$ cat src/rtl/mmio_uart_tx.sv
// Memory-mapped 8N1 UART transmitter.
// The register window holds TXDATA at +0 (write pushes a byte, read returns 0)
// and STATUS at +4 (read only). Bytes are held in a small circular FIFO and
// sent LSB first by a four-state serialiser.
//
// Bus handshake: there is no stall. A store (dmem_wren) or load (dmem_rden)
// that hits the window is accepted in the cycle it is presented. Load data
// appears on dmem_data_out after the next clock edge and holds until the next
// load that hits the window. A store to a full FIFO is dropped, unless the
// serialiser pops in the same cycle; the drop sets the sticky overflow flag.
module mmio_uart_tx #(
  parameter int          CLKS_PER_BIT = 104,
  parameter logic [31:0] BASE_ADDR    = 32'hFFFF_FFE0,
  parameter int          FIFO_DEPTH   = 4
) (
  input  logic        clk,
  input  logic        reset,
  input  logic        dmem_wren,
  input  logic [31:0] dmem_address,
  input  logic [31:0] dmem_data_in,
  input  logic [2:0]  funct3,
  input  logic        dmem_rden,
  output logic [31:0] dmem_data_out,
  output logic        tx,
  output logic        busy
);

  localparam int PW = (FIFO_DEPTH > 1) ? $clog2(FIFO_DEPTH) : 1;
  localparam int CW = $clog2(FIFO_DEPTH + 1);
  localparam int BW = (CLKS_PER_BIT > 1) ? $clog2(CLKS_PER_BIT) : 1;
  localparam logic [29:0] TX_WORD = BASE_ADDR[31:2];
  localparam logic [29:0] ST_WORD = TX_WORD + 30'd1;
  localparam logic [CW-1:0] FULL_CNT = CW'(FIFO_DEPTH);
  localparam logic [BW-1:0] BAUD_LAST = BW'(CLKS_PER_BIT - 1);

  typedef enum logic [1:0] {IDLE, START, DATA, STOP} state_t;

  // Snapshot of the serialiser for assertions and probes bound from outside.
  typedef struct packed {
    state_t          state;
    logic [2:0]      bit_idx;
    logic [BW-1:0]   baud;
    logic [CW-1:0]   count;
  } fsm_dbg_t;

  state_t          state_q, state_d;
  logic [BW-1:0]   baud_q, baud_d;
  logic [2:0]      bit_q, bit_d;
  logic [7:0]      shift_q, shift_d;
  logic            tx_q, tx_d;

  logic [7:0]      mem_q [FIFO_DEPTH];
  logic [PW-1:0]   wr_ptr_q, rd_ptr_q;
  logic [CW-1:0]   count_q;
  logic            ovf_q;

  logic            hit_tx, hit_st;
  logic            wr_req, rd_st, rd_tx;
  logic            full, empty;
  logic            push, pop, drop;
  logic            baud_end;
  logic [31:0]     status_word;
  fsm_dbg_t        fsm_dbg;
  logic            unused_bits;

  // Byte lanes and store width are irrelevant: only the word address is
  // decoded and only byte [7:0] is taken. The debug snapshot is a probe point.
  assign unused_bits = ^{funct3, dmem_data_in[31:8], dmem_address[1:0], fsm_dbg};

  assign hit_tx = (dmem_address[31:2] == TX_WORD);
  assign hit_st = (dmem_address[31:2] == ST_WORD);
  assign wr_req = dmem_wren && hit_tx;
  assign rd_st  = dmem_rden && hit_st;
  assign rd_tx  = dmem_rden && hit_tx;

  assign full   = (count_q == FULL_CNT);
  assign empty  = (count_q == '0);
  // A full FIFO still takes the byte when the serialiser frees a slot this cycle.
  assign push   = wr_req && (!full || pop);
  assign drop   = wr_req && full && !pop;

  assign busy   = (state_q != IDLE) || !empty;
  assign tx     = tx_q;

  assign status_word = {24'd0, 4'(count_q), ovf_q, busy, empty, full};
  assign fsm_dbg     = '{state: state_q, bit_idx: bit_q, baud: baud_q, count: count_q};

  // FIFO storage: written on every accepted push, no reset needed.
  always_ff @(posedge clk) begin
    if (push) mem_q[wr_ptr_q] <= dmem_data_in[7:0];
  end

  // FIFO pointers and occupancy; pointers wrap naturally (power-of-2 depth).
  always_ff @(posedge clk or negedge reset) begin
    if (!reset) begin
      wr_ptr_q <= '0;
      rd_ptr_q <= '0;
      count_q  <= '0;
    end else begin
      if (push) wr_ptr_q <= wr_ptr_q + PW'(1);
      if (pop)  rd_ptr_q <= rd_ptr_q + PW'(1);
      case ({push, pop})
        2'b10:   count_q <= count_q + CW'(1);
        2'b01:   count_q <= count_q - CW'(1);
        default: count_q <= count_q;
      endcase
    end
  end

  // Sticky overflow and registered read data; a drop in the reading cycle wins.
  always_ff @(posedge clk or negedge reset) begin
    if (!reset) begin
      ovf_q         <= 1'b0;
      dmem_data_out <= '0;
    end else begin
      if (drop)       ovf_q <= 1'b1;
      else if (rd_st) ovf_q <= 1'b0;
      if (rd_st)      dmem_data_out <= status_word;
      else if (rd_tx) dmem_data_out <= '0;
    end
  end

  // Serialiser state register, including the tx flop.
  always_ff @(posedge clk or negedge reset) begin
    if (!reset) begin
      state_q <= IDLE;
      baud_q  <= '0;
      bit_q   <= '0;
      shift_q <= '0;
      tx_q    <= 1'b1;
    end else begin
      state_q <= state_d;
      baud_q  <= baud_d;
      bit_q   <= bit_d;
      shift_q <= shift_d;
      tx_q    <= tx_d;
    end
  end

  assign baud_end = (baud_q == BAUD_LAST);

  // Next-state logic: bit timing, shifting and FIFO pops.
  always_comb begin
    state_d = state_q;
    baud_d  = baud_q;
    bit_d   = bit_q;
    shift_d = shift_q;
    pop     = 1'b0;
    case (state_q)
      IDLE: begin
        if (!empty) begin
          pop     = 1'b1;
          shift_d = mem_q[rd_ptr_q];
          baud_d  = '0;
          bit_d   = '0;
          state_d = START;
        end
      end
      START: begin
        if (baud_end) begin
          baud_d  = '0;
          state_d = DATA;
        end else begin
          baud_d  = baud_q + BW'(1);
        end
      end
      DATA: begin
        if (baud_end) begin
          baud_d  = '0;
          shift_d = shift_q >> 1;
          bit_d   = bit_q + 3'd1;
          if (bit_q == 3'd7) state_d = STOP;
        end else begin
          baud_d  = baud_q + BW'(1);
        end
      end
      STOP: begin
        if (baud_end) begin
          baud_d = '0;
          // Back-to-back frames go straight into the next start bit.
          if (!empty) begin
            pop     = 1'b1;
            shift_d = mem_q[rd_ptr_q];
            bit_d   = '0;
            state_d = START;
          end else begin
            state_d = IDLE;
          end
        end else begin
          baud_d = baud_q + BW'(1);
        end
      end
      default: state_d = IDLE;
    endcase
  end

  // Output logic: the line level for the upcoming state, registered into tx_q.
  always_comb begin
    tx_d = 1'b1;
    case (state_d)
      START:   tx_d = 1'b0;
      DATA:    tx_d = shift_d[0];
      default: tx_d = 1'b1;
    endcase
  end

endmodule
$ cat config.mk
export PLATFORM = sky130hd
export DESIGN_NAME = mmio_uart_tx
export DESIGN_NICKNAME = d
export VERILOG_FILES = /design/src/rtl/mmio_uart_tx.sv
export SDC_FILE = /design/constraint.sdc
export NUM_CORES = 1
export LEC_CHECK = 0
export CELL_PAD_IN_SITES_DETAIL_PLACEMENT = 2
export CELL_PAD_IN_SITES_GLOBAL_PLACEMENT = 2
export CORE_MARGIN = 5
export CORE_UTILIZATION = 33
export CTS_CLUSTER_SIZE = 28
export DETAILED_ROUTE_END_ITERATION = 16
export GPL_ROUTABILITY_DRIVEN = 0
export HOLD_SLACK_MARGIN = 0.08
export PLACE_DENSITY_LB_ADDON = 0.1
export SLEW_MARGIN = 20
export SYNTH_ARGS = -nofsm -noshare
export SYNTH_HDL_FRONTEND = slang
export SYNTH_SLANG_ARGS = --single-unit
export TNS_END_PERCENT = 1
$ cat constraint.sdc
create_clock -name clk -period 7.91 [get_ports clk]
set_clock_uncertainty 0.2 [all_clocks]
set_input_delay 0.791 -clock clk [delete_from_list [all_inputs] [get_ports clk]]
set_output_delay 0.791 -clock clk [all_outputs]
set_load 0.05 [all_outputs]
==> results of run 1 <==
-- flip-flops by register name (all words and copies together) (netlist names) --
name	flops
mem_q	32
state_q	2
ovf_q	1
baud_q	7
shift_q	8
count_q	3
tx	1
dmem_data_out	7
rd_ptr_q	2
wr_ptr_q	2
bit_q	3
-- cell families (layout without fill, tap and decap cells) --
kind of cell / after synthesis / count (layout) / share of synthesized area [%]
adders and majority gates: 14 / 14 / 5.26
xor gates and xnor gates: 6 / 6 / 1.51
other: 1 / 25 / 0.108
muxes: 18 / 18 / 8.25
buffers and inverters: 47 / 82 / 8.11
DFF: 68 / 68 / 53.7
and+or+nand+nor: 71 / 71 / 11.2
AOI/OAI and AO/OA: 56 / 56 / 11.9
-- routing by layer --
layer / global-route usage, % / vias up
met5: 0 / -
met4: 3.85 / 0
met3: 3.50 / 7
met2: 24.8 / 47
met1: 16.7 / 1170
li1: - / 1100
-- report_power, final --
group          switching, mW  total, mW  internal [mW]
clock network          0.146      0.326          0.179
registers             0.0349      0.442          0.407
logic                  0.154      0.265          0.111
-- cell type report --
| cell class | count | area (um2) |
|---|---|---|
| fill | 1077 | 6050 |
| multi-input combinational | 190 | 1420 |
| clock buffer | 9 | 124 |
| clock inverter | 7 | 101 |
| inverter | 16 | 60.1 |
| sequential | 68 | 1860 |
| tap | 136 | 170 |
| timing repair buffer | 50 | 495 |
-- worst register-to-register path, cell delays in order, from the launching register on --
cell                       delay [ns]
sky130_fd_sc_hd__dfrtp_1         0.39
sky130_fd_sc_hd__ha_1            0.25
sky130_fd_sc_hd__and3_1          0.35
sky130_fd_sc_hd__a31oi_4         0.22
sky130_fd_sc_hd__o2111a_2        0.34
sky130_fd_sc_hd__nor3_4          0.32
sky130_fd_sc_hd__inv_1           0.10
sky130_fd_sc_hd__ha_1            0.23
sky130_fd_sc_hd__inv_1           0.08
sky130_fd_sc_hd__fa_1            0.18
sky130_fd_sc_hd__xor2_1          0.17
sky130_fd_sc_hd__nor2_1          0.07
sky130_fd_sc_hd__xor2_1          0.14
-- metrics by stage --
stage | area (um2) | setup WS (ns) | instances
global route | 4230 | 4.06 | 476
CTS | 4230 | 4.13 | 476
floorplan | 3560 | 4.95 | 305
finish | 4230 | 4.20 | 476
global placement | 4010 | 4.33 | 460
detailed placement | 4010 | 4.27 | 460
-- synth_stat cells (3+ instances only) --
| master | number | area (um2) |
|---|---|---|
| sky130_fd_sc_hd__and2_2 | 4 | 30.0 |
| sky130_fd_sc_hd__mux2i_1 | 8 | 80.1 |
| sky130_fd_sc_hd__nor2_1 | 9 | 33.8 |
| sky130_fd_sc_hd__o21ai_0 | 21 | 105 |
| sky130_fd_sc_hd__a22o_1 | 12 | 105 |
| sky130_fd_sc_hd__nor3_1 | 3 | 15.0 |
| sky130_fd_sc_hd__and3_1 | 4 | 25.0 |
| sky130_fd_sc_hd__xnor2_1 | 3 | 26.3 |
| sky130_fd_sc_hd__nand2_1 | 26 | 97.6 |
| sky130_fd_sc_hd__o31ai_1 | 6 | 45.0 |
| sky130_fd_sc_hd__ha_1 | 13 | 163 |
| sky130_fd_sc_hd__nand4_1 | 7 | 43.8 |
| sky130_fd_sc_hd__inv_1 | 16 | 60.1 |
| sky130_fd_sc_hd__nand3_1 | 7 | 35.0 |
| sky130_fd_sc_hd__buf_4 | 25 | 188 |
| sky130_fd_sc_hd__dfrtp_1 | 35 | 876 |
| sky130_fd_sc_hd__xor2_1 | 3 | 26.3 |
| sky130_fd_sc_hd__edfxtp_1 | 32 | 961 |
| sky130_fd_sc_hd__mux4_2 | 8 | 180 |
-- final timing paths --
kind                                  start          endpoint  slack [ns]  cells past startpoint
max                              count_q[0]              busy        4.20                      4
min                        dmem_data_out[2]  dmem_data_out[2]        0.29                      2
max reg2reg                       baud_q[0]        count_q[2]        4.76                     12
min reg2reg                dmem_data_out[2]  dmem_data_out[2]        0.29                      2
max in group asynchronous             reset  dmem_data_out[4]        6.61                      1
min in group asynchronous             reset         baud_q[4]        0.35                      1
==> results summary, run 1 <==
At the end of the flow the core is filled with cells to 41.2%. Counting flops with a built-in enable in the synthesized netlist gives 32. The highest metal layer carrying signal wires in the routed design is met4.

The first-pass iteration count of the detailed router is 4. Global routing used 14.0% of the available tracks. The post-synthesis instance area came out at 3470 um2.

The peak clock frequency supported by timing came out at 0.270 GHz. The count of antenna diodes in the layout is 0. The number of warnings reported in the yosys synthesis log is 0. The maximum fanout along the worst path came out at 12. The number of failing hold endpoints at the final stage is 0.

The total of buffers placed on input and output ports came out at 50. The wire length of the first global-routing pass came out at 14100 um. The starting density of the core is 33.8%. Broken down by cell family, the worst path's largest delay share belongs to simple AND/OR/NAND/NOR gates. Summed over all nets, wire length on met3 after detailed routing comes to 325 um.

Leaving out fill and tap cells, the most frequent cells in the layout are sky130_fd_sc_hd__clkdlybuf4s50_1, sky130_fd_sc_hd__dfrtp_1, sky130_fd_sc_hd__edfxtp_1. For the worst-skew pair, the clock arrives at the later sink with an insertion delay of 0.34 ns. The maximum number of pins on one net before global-route repair is 37.

The pin slew with the least headroom to its limit came out at 0.862 ns. The via count of the first global-routing pass came to 2696. The detailed-route wire length is 8510 um. The mean number of vias per cell is 4.88. The number of standard cells after synthesis came out at 281. The leakage power figure is 1.67 nW. The count of endpoints failing setup in the final report is 0.

The worst setup path is captured at an output pin. The total power divided by cell area came out at 244 nW/um2. The number of nets with antenna violations after routing came out at 0. In this run the clock root is driven by a sky130_fd_sc_hd__clkbuf_8. The final cycle utilization of the critical path came out at 46.9%. The number of top-level pins came out at 105.

The most used flip-flop cell after synthesis is sky130_fd_sc_hd__dfrtp_1. The met2 wire length came out at 4460 um. The largest individual stage delay along the critical path comes from the cell sky130_fd_sc_hd__clkdlybuf4s50_1. TritonCTS built the clock tree. The number of different library cells used by synthesis comes to 55. The standard-cell row count came out at 37.

The post-layout net count is 420. The run finished with clean final reports. Summing over every cut layer, the via total after detailed routing is 2324. The buffers plus inverters on the worst setup path came out at 2. Setup total negative slack on the finished layout was measured at 0 ns. The DRC marker count from the first detailed-route iteration came out at 89. The type of element launching the critical path is a register. The maximum buffer depth of the clock tree came out at 2.

After legalization and detailed placement, the total HPWL measured 6130 um. In the final routing, the length of wire on met1 measures 3650 um. The area of the placeable core came out at 10300 um2.

For this run, the slowest stage of the critical path takes 0.73 ns. Of the cells placed in the final design, the portion with a size suffix greater than 1 is 12.9%. The final worst hold slack is 0.290 ns.

The setup path with the least slack is of type reg -> out. The signed area change from the synthesized netlist to the final layout came out at 21.9%. Traced cell by cell, the critical path runs through or3_1 -> nor2_2 -> inv_1 -> clkdlybuf4s50_1. Setup repair after global routing left no endpoint under its margin. The sequential-to-total area share from yosys stat came out at 53.7%. The number of antenna violations at the first check in global routing came out at 0. The CTS clock-pin slew for the worst setup and hold paths came out at 0.08 ns. The floorplan step set the die height to 113 um. The width of the chip came out at 113 um. The total number of H-tree levels is 3.

The number of buffers added for setup after CTS came out at 0. The number of hold buffers added after CTS is 0. The number of synthesized register bits came out at 68. Headroom to the max-slew limit came out at 42.5%.

The mean instance size in the synthesized netlist is 12.4 um2. After detailed routing, the average wire length per cell comes to 17.9 um. The tightest min-delay check is of the reg -> reg type. The peak supply drop is 113 uV. The endpoint required time on the critical path is 6.92 ns.

The global-route congestion overflow total is 0. The die covers 12700 um2. The critical path arrival came out at 2.72 ns. The most common cell after layout, fill and taps aside is sky130_fd_sc_hd__clkdlybuf4s50_1. The total chip power is 1.03 mW. The DRC violations left is 0. The number of resized instances in the post-cts repair step came out at 0. The share of synthesized registers carrying an async set or reset is 52.9%. The max-slew violation count came out at 0. The number of clock sinks is 68. The TritonCTS buffer count came out at 9. The shortest clock period the worst path allows after layout came out at 3.71 ns. The max capacitance violation total is 0.
(Power assumes the default switching activity.)
==> run 2, diff against run 1 <==
CORE_UTILIZATION = 30   (was 33)
clock period = 3.5 ns   (was 7.91 ns; I/O delays follow)
==> run 2 against run 1 <==
  * Combinational power is 120% higher
  * Non-clock buffer count is 5 higher
  * Core utilization is 2.9 points lower
  * Clock power grew to 2.7 times the previous value
  * Wire length is 2.6% lower
  * Final cell count is 2.5% higher
  * Register-to-register slack worse by 4.3 ns
  * Via count is 1.1% higher
  * Critical path depth is 6 higher
  * Total power is 140% higher
  * Count of clock-buffer cells in the layout is 1 higher
  * Critical endpoint is now count_q[2]
==> results summary, run 2 (same netlist as run 1, synthesis figures left out) <==
The final worst hold slack came out at 0.283 ns (was 0.290 ns). The peak clock frequency supported by timing came out at 0.325 GHz. The total instance count after detailed placement came out at 471 (was 460). The total negative slack came out at 0 ns (unchanged). The TritonCTS buffer count came out at 9 (unchanged). The type of the worst min-delay path is reg -> reg (unchanged). The number of clock sinks is 68 (unchanged). The maximum number of pins on one net before global-route repair is 37 (unchanged).

The area of the placeable core came out at 11400 um2 (was 10300 um2). Run status: completed (unchanged). The setup slack on the worst flop-to-flop path came to 0.42 ns (was 4.76 ns). The critical path's top delay family is simple AND/OR/NAND/NOR gates (unchanged).

The wire length of the first global-routing pass was 14100 um (about the same). The CTS clock-pin slew for the worst setup and hold paths was 0.06 ns (was 0.08 ns). The count of cells along the worst register-to-register path was 10 (was 12). The maximum buffer depth of the clock tree came out at 2 (unchanged). The setup slack of the critical path after layout is 0.425 ns (was 4.20 ns). The pin slew with the least headroom to its limit is 0.872 ns (was 0.862 ns).

The mean number of vias per cell is 4.82 (was 4.88). The layout filler cell count is 1202 (was 1077). The post-layout net count is 425 (was 420). The kind of end point of the critical path is a register (was output pin).

The max-slew violation count came out at 0 (unchanged). The total number of H-tree levels was 3 (unchanged). The clock root buffer is sky130_fd_sc_hd__clkbuf_16 (was sky130_fd_sc_hd__clkbuf_8).

The number of top-level pins is 105 (unchanged). Most frequent cells in the layout: sky130_fd_sc_hd__clkdlybuf4s50_1, sky130_fd_sc_hd__dfrtp_1, sky130_fd_sc_hd__edfxtp_1 (unchanged). The buffers plus inverters on the worst setup path is 1 (was 2).

The number of failing hold endpoints at the final stage came out at 0 (unchanged). The normalized max-slew margin was 41.9% (was 42.5%). The total die area came to 13800 um2 (was 12700 um2). The later-pin clock latency in the skew report came out at 0.33 ns (was 0.34 ns). The peak supply drop came to 265 uV (was 113 uV). The number of nets with antenna violations after routing came out at 0 (unchanged). The sequential share of power is 40.1% (was 42.8%). The global-route congestion overflow total came out at 0 (unchanged). The pre-CTS setup slack came out at 0.435 ns (was 4.27 ns). The max capacitance violation total was 0 (unchanged). The detailed-route wire length per cell came out at 17.0 um (was 17.9 um). The final cycle utilization of the critical path came out at 87.9%. Counting I/O delays and the setup requirement, the final critical path takes 3.08 ns.

The number of antenna violations at the first check in global routing came out at 0 (unchanged). The total of buffers placed on input and output ports came to 50 (unchanged). The starting density of the core came out at 30.5% (was 33.8%). The DRC marker count from the first detailed-route iteration is 66 (was 89).

The total chip power came to 2.49 mW (was 1.03 mW). The worst min-delay path endpoint is dmem_data_out[2] (unchanged). The count of antenna diodes in the layout came out at 0 (unchanged). The vias after detailed routing is 2350 (was 2324).

The number of flip-flops in the largest register is 32 (unchanged). The worst flop-to-flop path endpoint was count_q[2] (unchanged). The count of endpoints failing setup in the final report came out at 0 (unchanged). The endpoint required time on the critical path is 3.56 ns (was 6.92 ns). The detailed placer's ending HPWL came to 6080 um (was 6130 um). The width of the chip is 118 um (was 113 um). The placed cell area was 4050 um2 (was 4010 um2). The start point of the worst min-delay path is dmem_data_out[2] (unchanged). The vertical die dimension was 118 um (was 113 um). The total power divided by cell area is 571 nW/um2 (was 244 nW/um2).

Chain of cells forming the critical path: ha_1 -> and3_1 -> a31oi_4 -> nor3_1 -> ha_1 -> inv_1 -> fa_1 -> xor2_1 -> nor2_1 -> xor2_1 (was or3_1 -> nor2_2 -> inv_1 -> clkdlybuf4s50_1). The register name with the most flops is mem_q (unchanged). The maximum fanout along the worst path came to 10 (was 12). The fraction of layout cells with a size suffix above 1 is 13.6% (was 12.9%). The logic gate share of total power came out at 23.9% (was 25.7%).

Largest registers: mem_q x32, shift_q x8 (unchanged). The number of standard cells in the layout, taps in and fillers out is 488 (was 476). The share of the core filled with cells in the final layout was 38.3% (was 41.2%). The signed area change from the synthesized netlist to the final layout came out at 25.3% (was 21.9%). The via count of the first global-routing pass is 2746 (was 2696). The worst hold path depth came out at 2 (unchanged).

The slowest stage cell on the critical path was sky130_fd_sc_hd__nor3_1 (was sky130_fd_sc_hd__clkdlybuf4s50_1). The detailed-route wire length came to 8290 um (was 8510 um). The number of resized instances in the post-cts repair step came out at 0 (unchanged). The relative contribution of the clock network to total power is 36.0% (was 31.5%). The most common cell after layout, fill and taps aside was sky130_fd_sc_hd__clkdlybuf4s50_1 (unchanged).

The standard-cell row count was 39 (was 37). The path type of the worst setup path is reg -> reg (was reg -> out). The cell count along the critical path is 10 (was 4). Setup repair after global routing missed its margin: no (unchanged).

The type of element launching the critical path is a register (unchanged). The critical path arrival is 3.13 ns (was 2.72 ns). The clock tree from TritonCTS is yes (unchanged). The launching point of the worst reg2reg path is baud_q[0] (unchanged).

The net switching power is 0.763 mW (was 0.336 mW). The worst stage delay on the critical path is 0.45 ns (was 0.73 ns). The global-route usage over all layers came out at 12.8% (was 14.0%).

The final cell area excluding filler cells came to 4350 um2 (was 4230 um2). The net switching fraction of the power is 30.7% (was 32.5%). The first-pass iteration count of the detailed router came out at 4 (unchanged). The DRC violations left is 0 (unchanged). The internal power consumption came out at 1.72 mW (was 0.696 mW). The register area is 1860 um2 (unchanged). The leakage power figure is 1.73 nW (was 1.67 nW). The area of combinational cells with multiple inputs came to 1420 um2 (unchanged).
run 2: changes by cell type in the layout (fill, tap and decap cells not counted):
cell	change
sky130_fd_sc_hd__dlygate4sd3_1	+1
sky130_fd_sc_hd__clkinvlp_4	+1
sky130_fd_sc_hd__clkinv_2	+1
sky130_fd_sc_hd__clkbuf_8	-9
sky130_fd_sc_hd__buf_4	+4
sky130_fd_sc_hd__bufinv_16	-1
sky130_fd_sc_hd__clkinv_4	-2
sky130_fd_sc_hd__clkbuf_1	+1
sky130_fd_sc_hd__clkbuf_16	+9
run 2: worst register-to-register path, delay by kind of cell (launching register included):
| kind | cells | cell delay (ns) |
|---|---|---|
| AOI/OAI and AO/OA | 1 | 0.22 |
| xor gates and xnor gates | 2 | 0.30 |
| adders and majority gates | 3 | 0.90 |
| buffers and inverters | 1 | 0.07 |
| DFF | 1 | 0.38 |
| and+or+nand+nor | 3 | 0.92 |
run 2: power by group through the flow:
stage                     Combinational (mW)  Sequential (mW)  Clock (mW)
after CTS                              0.609             1.00       0.932
after global placement                 0.583             1.01           0
after detailed placement               0.602             1.01           0
after global routing                   0.662             1.01       0.969
after floorplan                        0.456            0.988           0
final                                  0.594            0.997       0.895
run 2: timing repair:
item	in CTS	in global routing
hold buffers	1	0
setup buffers	0	0
endpoints found under the hold margin	35	0
run 2: per-layer routing:
layer	track usage (%)	up-vias	wire length, um
met5	0	-	0
met4	5.73	0	188
met3	3.51	14	357
li1	-	1106	-
met1	14.5	1177	3580
met2	22.3	53	4160
run 2: worst max-delay path by stage:
| stage | from | end |
|---|---|---|
| 6_report | baud_q[0] | count_q[2] |
| 5_1_grt | baud_q[0] | count_q[2] |
| 4_1_cts | baud_q[0] | count_q[2] |
| 3_5_place_dp | baud_q[0] | count_q[2] |
| 3_3_place_gp | dmem_address[19] | count_q[2] |
| 2_1_floorplan | baud_q[0] | count_q[2] |
run 2: cell type report:
| cell class | count | area share, % |
|---|---|---|
| Sequential cell | 68 | 42.8 |
| Multi-Input combinational cell | 190 | 32.6 |
| Timing Repair Buffer | 55 | 12.3 |
| Clock buffer | 10 | 5.26 |
| Tap cell | 143 | 4.11 |
| Clock inverter | 6 | 1.52 |
| Inverter | 16 | 1.38 |
==> run 3, diff against run 2 <==
CORE_UTILIZATION = 31   (was 30)
CTS_BUF_LIST = sky130_fd_sc_hd__clkbuf_4   (was default)
==> run 3 against run 2 <==
  * Register-to-register slack got worse by 0.05 ns
  * Clock power decreased by 33%
  * Critical path depth decreased by 4
  * Total power decreased by 12%
  * Via count increased by 1.1%
  * Count of clock-buffer cells in the layout unchanged
  * Core utilization increased by 0.39 points
  * Sequential cell count unchanged
  * Largest cell class unchanged
==> results summary, run 3 (same netlist as run 1, synthesis figures left out) <==
The critical path arrival came out at 2.60 ns (was 3.13 ns). The count of endpoints failing setup in the final report is 0 (unchanged). The maximum number of pins on one net before global-route repair is 37 (unchanged). The final cell area excluding filler cells was 4210 um2 (was 4350 um2). The CTS clock-pin slew for the worst setup and hold paths came out at 0.11 ns (was 0.06 ns). The most common cell after layout, fill and taps aside is sky130_fd_sc_hd__clkdlybuf4s50_1 (unchanged). The peak clock frequency supported by timing is 0.318 GHz (was 0.325 GHz). The total die area came out at 13400 um2 (was 13800 um2). The path type of the worst setup path was reg -> out (was reg -> reg).

The total negative slack came out at 0 ns (unchanged). The max-slew violation count came out at 0 (unchanged). The area of the placeable core is 10900 um2 (was 11400 um2).

The total power divided by cell area is 521 nW/um2 (was 571 nW/um2). The number of standard cells in the layout, taps in and fillers out came out at 484 (was 488). The standard-cell row count was 38 (was 39). The register name with the most flops is mem_q (unchanged). The setup slack on the worst flop-to-flop path came out at 0.37 ns (was 0.42 ns). The type of the worst min-delay path is reg -> reg (unchanged).

The later-pin clock latency in the skew report is 0.41 ns (was 0.33 ns). The endpoint required time on the critical path is 2.95 ns (was 3.56 ns). The maximum fanout along the worst path is 7 (was 10). The number of failing hold endpoints at the final stage came to 0 (unchanged). Most frequent cells in the layout: sky130_fd_sc_hd__clkdlybuf4s50_1, sky130_fd_sc_hd__dfrtp_1, sky130_fd_sc_hd__edfxtp_1 (unchanged). The fraction of layout cells with a size suffix above 1 came to 13.7% (was 13.6%). The number of antenna violations at the first check in global routing is 0 (unchanged). The mean number of vias per cell came out at 4.91 (was 4.82). The maximum buffer depth of the clock tree is 2 (unchanged).

The clock tree from TritonCTS is yes (unchanged). The detailed-route wire length came out at 8390 um (was 8290 um). The number of top-level pins is 105 (unchanged).

Largest registers: mem_q x32, shift_q x8 (unchanged). The via count of the first global-routing pass is 2668 (was 2746). The vertical die dimension is 116 um (was 118 um). The kind of end point of the critical path is an output pin (was register). The starting density of the core was 31.9% (was 30.5%). The number of clock sinks was 68 (unchanged). The number of flip-flops in the largest register is 32 (unchanged).

The shortest clock period the worst path allows after layout came to 3.15 ns (was 3.08 ns). The signed area change from the synthesized netlist to the final layout came out at 21.2% (was 25.3%). The pin slew with the least headroom to its limit is 0.888 ns (was 0.872 ns). The number of resized instances in the post-cts repair step was 0 (unchanged). The DRC violations left was 0 (unchanged). The vias after detailed routing came out at 2377 (was 2350). The placed cell area came out at 4030 um2 (was 4050 um2). Run status: completed (unchanged). The leakage power figure is 1.67 nW (was 1.73 nW).

The total number of H-tree levels is 3 (unchanged). The number of nets with antenna violations after routing is 0 (unchanged). The peak supply drop is 264 uV (was 265 uV). The DRC marker count from the first detailed-route iteration is 56 (was 66). The width of the chip came out at 116 um (was 118 um). The share of the core filled with cells in the final layout came to 38.7% (was 38.3%). The detailed-route wire length per cell came out at 17.3 um (was 17.0 um). The TritonCTS buffer count is 9 (unchanged). The total instance count after detailed placement came out at 467 (was 471).

The max capacitance violation total came to 0 (unchanged). The total chip power is 2.19 mW (was 2.49 mW). The total of buffers placed on input and output ports came out at 50 (unchanged). The global-route usage over all layers came out at 13.4% (was 12.8%). The detailed placer's ending HPWL is 6140 um (was 6080 um).

Setup repair after global routing missed its margin: no (unchanged). The type of element launching the critical path is a register (unchanged). The normalized max-slew margin is 40.8% (was 41.9%). The clock root buffer is sky130_fd_sc_hd__clkbuf_4 (was sky130_fd_sc_hd__clkbuf_16).

The post-layout net count came to 424 (was 425). The global-route congestion overflow total is 0 (unchanged). The wire length of the first global-routing pass is 13900 um (was 14100 um). The first-pass iteration count of the detailed router came out at 4 (unchanged).

The final cycle utilization of the critical path came out at 90.0% (was 87.9%). The count of antenna diodes in the layout came out at 0 (unchanged).
run 3: cell types whose count changed in the layout (fill, tap and decap cells not counted):
cell and change:
sky130_fd_sc_hd__buf_4 -1, sky130_fd_sc_hd__clkinvlp_4 -2, sky130_fd_sc_hd__clkbuf_1 -1, sky130_fd_sc_hd__clkinv_4 +1, sky130_fd_sc_hd__bufinv_16 +1, sky130_fd_sc_hd__clkbuf_16 -9
sky130_fd_sc_hd__clkbuf_4 +10
run 3: per-layer routing:
layer	global-route usage (%)	vias up	part of all wire, %
met2	23.6	53	53
met4	4.41	0	1.1
li1	-	1101	-
met3	3.29	9	3.9
met5	0	-	0
met1	16.0	1214	42
run 3: power by group:
part / total (mW) / switching, mW / internal (mW) / leakage, nW
Sequential: 0.997 / 0.0776 / 0.919 / 0.738
Combinational: 0.595 / 0.345 / 0.250 / 0.849
Clock: 0.603 / 0.304 / 0.299 / 0.0866
run 3: per-stage QoR:
| step | setup WS (ns) | hold slack, ns |
|---|---|---|
| after floorplan | 0.781 | -0.146 |
| after global placement | 0.331 | 0.268 |
| after detailed placement | 0.309 | 0.275 |
| after CTS | 0.280 | 0.307 |
| after global routing | 0.154 | 0.312 |
| final | 0.351 | 0.299 |
run 3: repair_timing:
item                      4_1_cts  5_1_grt
setup buffers                   0        0
hold buffers                    1        0
hold endpoints to repair       35        0
run 3: layout make-up:
| class | count | area [um2] |
|---|---|---|
| fill | 1140 | 6680 |
| inverter | 16 | 60.1 |
| tap | 140 | 175 |
| clock buffer | 10 | 75.1 |
| multi-input combinational | 190 | 1420 |
| clock inverter | 6 | 90.1 |
| timing repair buffer | 54 | 528 |
| sequential | 68 | 1860 |
run 3: path summary, 6_finish.rpt:
check / start / cells after the start / end
min in group asynchronous: reset / 2 / state_q[0]
setup reg to reg: baud_q[0] / 12 / count_q[2]
max in group asynchronous: reset / 2 / wr_ptr_q[1]
setup / recovery: state_q[1] / 6 / busy
hold / removal: dmem_data_out[4] / 2 / dmem_data_out[4]
hold reg to reg: dmem_data_out[4] / 2 / dmem_data_out[4]
run 3: critical path, stage by stage (launching register included):
cell and delay, ns:
sky130_fd_sc_hd__dfrtp_1 0.51, sky130_fd_sc_hd__inv_1 0.12, sky130_fd_sc_hd__ha_1 0.31, sky130_fd_sc_hd__inv_1 0.17, sky130_fd_sc_hd__nor2_2 0.06, sky130_fd_sc_hd__inv_1 0.16
sky130_fd_sc_hd__clkdlybuf4s50_1 0.84
